### src/rtl/clkdiv_pkg.sv
// rtl/clkdiv_pkg.sv - shared constants helper for clock dividers
package clkdiv_pkg;

    // Divisor rounded to nearest; zero denominators yield 0 so elaboration checks can trip.
    function automatic int unsigned div_round(input longint unsigned f0, input longint unsigned f1);
        longint unsigned q;
        if (f1 == 0) begin
            return 0;
        end
        q = (f0 + f1 / 2) / f1;
        return int'(q);
    endfunction

    function automatic int unsigned cw_of(input int unsigned div);
        return (div <= 2) ? 1 : $clog2(div);
    endfunction

endpackage

### src/rtl/clkdiv.sv
// rtl/clkdiv.sv - integer clock divider with registered square-wave output
module clkdiv
    import clkdiv_pkg::*;
#(
    parameter int unsigned F_0 = 50_000_000,
    parameter int unsigned F_1 = 9_600
) (
    input  logic clk,
    input  logic rst_n,
    output logic out
);

    localparam int unsigned DIV  = div_round(F_0, F_1);
    localparam int unsigned LOW  = DIV / 2;
    localparam int unsigned HIGH = DIV - LOW;
    localparam int unsigned CW   = cw_of(DIV);

    localparam logic [CW-1:0] LAST  = CW'(DIV - 1);
    localparam logic [CW-1:0] LOW_C = CW'(LOW);

    if (F_0 == 0 || F_1 == 0) begin : g_bad_freq
        $fatal(1, "clkdiv: F_0 and F_1 must be positive");
    end
    if (DIV < 2 || F_1 > F_0 / 2) begin : g_bad_div
        $fatal(1, "clkdiv: F_1 must not exceed F_0/2 (divisor below 2)");
    end

    logic [CW-1:0] cnt;
    logic [CW-1:0] cnt_next;

    assign cnt_next = (cnt == LAST) ? '0 : cnt + 1'b1;

    // out is derived from the next count so it is registered alongside cnt, never decoded combinationally.
    always_ff @(posedge clk or negedge rst_n) begin
        if (!rst_n) begin
            cnt <= '0;
            out <= 1'b0;
        end else begin
            cnt <= cnt_next;
            out <= (cnt_next >= LOW_C);
        end
    end

    logic unused_high;
    assign unused_high = ^HIGH[0];

endmodule

### config.mk
export PLATFORM = sky130hd
export DESIGN_NAME = clkdiv
export DESIGN_NICKNAME = d
export VERILOG_FILES = /design/src/rtl/clkdiv_pkg.sv /design/src/rtl/clkdiv.sv
export SDC_FILE = /design/constraint.sdc
export NUM_CORES = 1
export LEC_CHECK = 0
export CAP_MARGIN = 15
export CORE_MARGIN = 3
export CORE_UTILIZATION = 45
export CTS_CLUSTER_DIAMETER = 120
export DETAILED_ROUTE_END_ITERATION = 10
export SLEW_MARGIN = 40
export SYNTH_ARGS = -nofsm -noshare
export SYNTH_HDL_FRONTEND = slang
export SYNTH_SLANG_ARGS = --single-unit
### constraint.sdc
create_clock -name clk -period 2 [get_ports clk]
set_input_delay 0.5 -clock clk [delete_from_list [all_inputs] [get_ports clk]]
set_output_delay 0.5 -clock clk [all_outputs]
set_load 0.05 [all_outputs]
==> impl_metrics.ini <==
[detailed_routing]
vias_per_cell = 5.869
post-route-drc-count = 0
wl_um = 1369
wl_per_cell_um = 13.83
drtIter0Drc = 12
top_layer = met4
ant_nets = 0
via_count = 581
wl_met1_um = 676
route.met3.wl_um = 51
wl_met2_um = 616
dr.pass1.iters = 3

[critical_path]
path_cells = clkdlybuf4s50_1
worst-path-buf-inv = 1
critPathCaptureType = output pin
ff2ff_setup_slack_ns = 0.13
worstPathRequired_ns = 1.50
cp_max_fo = 1
crit_slowest_cell = clkdlybuf4s50_1
critPathKind = reg -> out
critical-path-top-delay-family = buffers and inverters
critPathLaunchType = register
cpPeakStageDelay_ns = 0.80
arrival_ns = 1.41

[cells_and_area]
stdcell_count = 99
antenna_cells = 0
nets = 87
nFillCells = 145
multi_input_area_um2 = 404.1
drive_above_1_share_pct = 19.28
register_area_um2 = 351.6
syn_to_final_growth_pct = 10.44
stdcell_area_um2 = 873.3

[clock_tree]
clk-insertion-delay-late_ns = 0.28
cts_resized = 0
clk_path_buf_depth = 2
cts_num_sinks = 14
cts_tree = done
root_buffer = clkbuf_4
clk_pin_slew_worst_paths_ns = 0.08
htree_levels = 1
cts_buffers = 3
cts_setup_buffers = 0
cts_hold_buf = 0

[pwr]
leakagePower_nw = 0.3470
p_comb_share_pct = 1.7
p_sw_uw = 95.08
ir_drop_uv = 338.4
switching_share_pct = 19.34
p_int_uw = 396.5
p_per_area_nw_per_um2 = 562.9
p_clk_share_pct = 40.8
seqPwrFrac_pct = 57.5

[floorplanning]
die_height_um = 47.92
std_cell_rows = 14
dieWidth_um = 47.92
dieArea_um2 = 2296
initial_core_util_pct = 50.16
io_pins = 3
coreArea_um2 = 1577

[timing]
setup_violations = 0
fmax_ghz = 0.5226
final.setup.worst_slack_ns = 0.08633
fin_skew_ns = 0.0006495
finalCritPeriodShare_pct = 95.68
tightest_slew_ns = 0.4956
rsz0062_at_grt = false
tns_ns = 0
drv_slew = 0
worst_slew_margin_rel_pct = 66.85
hold_viol = 0
fin_crit_ns = 1.914

[hold_path]
hold_path_class = in -> async

[synth]
synth_area_um2 = 790.8
ys_seq_area_share_pct = 44.30
synth.distinct_cells = 33
postSynthCellCount = 78
synth-seq-cells = 14
avgSynthCellArea_um2 = 10.14
synth_nets = 81
ys_warn_count = 0

[placed_design]
dp_hpwl_um = 1009
routabilityCongestion = 0.7831
numPortBuffers = 2
place_ws_ns = 0.1568
dp_cells = 95
place_area_um2 = 827.0

[grt]
overflow = 0
grt_first_pass_wirelength_um = 2518
track_usage_pct = 16.17
grt_max_degree = 15
antenna_found_initial = 0
grt_pass1_vias = 569

[job]
cap_violations = 0

[status]
outcome = completed
==> synthesized netlist by cell type (all sizes together) <==
| cell | count | area, µm² |
|---|---|---|
| nand2 | 8 | 37.54 |
| nor4bb | 2 | 20.02 |
| nor3 | 2 | 10.01 |
| xnor2 | 5 | 43.79 |
| a2bb2oi | 1 | 8.760 |
| dfrtp | 14 | 350.3 |
| a21oi | 1 | 8.760 |
| or4 | 1 | 7.510 |
| a221oi | 1 | 15.01 |
| a211o | 1 | 8.760 |
| nor2b | 1 | 6.260 |
| nor2 | 8 | 30.03 |
| clkbuf | 2 | 7.510 |
| nand3 | 3 | 27.53 |
| or3 | 1 | 6.260 |
| nand4b | 1 | 8.760 |
| a21boi | 1 | 7.510 |
| a31oi | 1 | 6.260 |
| nor4 | 3 | 18.77 |
| a2111o | 1 | 11.26 |
| o31ai | 1 | 7.510 |
| or4b | 1 | 10.01 |
| inv | 3 | 11.26 |
| and4b | 1 | 10.01 |
| xor2 | 5 | 43.79 |
| buf | 3 | 26.27 |
| o21ai | 2 | 10.00 |
| nand4 | 3 | 18.77 |
| ha | 1 | 12.51 |
==> per-layer routing <==
| layer | up-vias | GRT usage [%] |
|---|---|---|
| li1 | 290 | - |
| met1 | 280 | 21.20 |
| met2 | 6 | 24.27 |
| met3 | 5 | 5.639 |
| met4 | 0 | 6.452 |
| met5 | - | 0 |
==> layout make-up <==
| cell class | count | area share [%] |
|---|---|---|
| well taps | 16 | 2.292 |
| clock buffers | 4 | 4.155 |
| flip-flops and latches | 14 | 40.26 |
| repair buffers | 6 | 5.731 |
| inverters | 3 | 1.289 |
| multi-input cells | 56 | 46.28 |
==> power by group through the flow <==
stage / logic, mW / registers (mW) / clock network, mW
4_1_cts: 0.00913 / 0.283 / 0.211
3_3_place_gp: 0.00905 / 0.288 / 0
3_5_place_dp: 0.00928 / 0.288 / 0
6_report: 0.00846 / 0.283 / 0.200
2_1_floorplan: 0.000000140 / 0.289 / 0
5_1_grt: 0.00982 / 0.283 / 0.225
==> cells in the final DEF, fill, tap and decap left out, drive strengths merged <==
cell type and instances:
clkdlybuf4s50 2, inv 3, or4b 1, o21ai 2, nor4bb 2, buf 4
ha 1, and4b 1, a221oi 1, dfrtp 14, nand3 3, nor4 3
a2111o 1, clkbuf 4, nor3 2, nor2b 1, nand2 8, or3 1
a31oi 1, nand4b 1, a211o 1, a21oi 1, nand4 3, xor2 5
o31ai 1, a2bb2oi 1, nor2 8, or4 1, xnor2 5, a21boi 1
==> registers in the layout, indices dropped and copies added (netlist names) <==
signal	cells
cnt	13
out	1
==> final timing paths <==
path	from	to	depth (start not counted)
max	out$_DFF_PN0_	out	1
min	rst_n	cnt[7]$_DFF_PN0_	2
max reg2reg	cnt[3]$_DFF_PN0_	out$_DFF_PN0_	5
min reg2reg	cnt[8]$_DFF_PN0_	cnt[8]$_DFF_PN0_	1
max in group asynchronous	rst_n	cnt[2]$_DFF_PN0_	2
min in group clk	cnt[8]$_DFF_PN0_	cnt[8]$_DFF_PN0_	1
==> metrics by stage <==
stage	hold WS (ns)	utilization [%]	power, mW
3_3_place_gp	0.5368	52.46	0.2975
5_1_grt	0.5318	55.40	0.5177
2_1_floorplan	0.2044	-	0.2885
3_5_place_dp	0.5477	52.46	0.2977
6_report	0.5243	55.40	0.4916
4_1_cts	0.5209	54.76	0.5027
==> cell families (layout without fill, tap and decap cells) <==
kind of cell	count (synthesis)	in the layout	synth area share [%]
buf+inv	8	13	5.696
compound gates	10	10	10.60
simple gates	35	35	26.74
flops	14	14	44.30
fa+ha+maj	1	1	1.582
xor+xnor	10	10	11.08
Power figures use the tool's default switching activity.
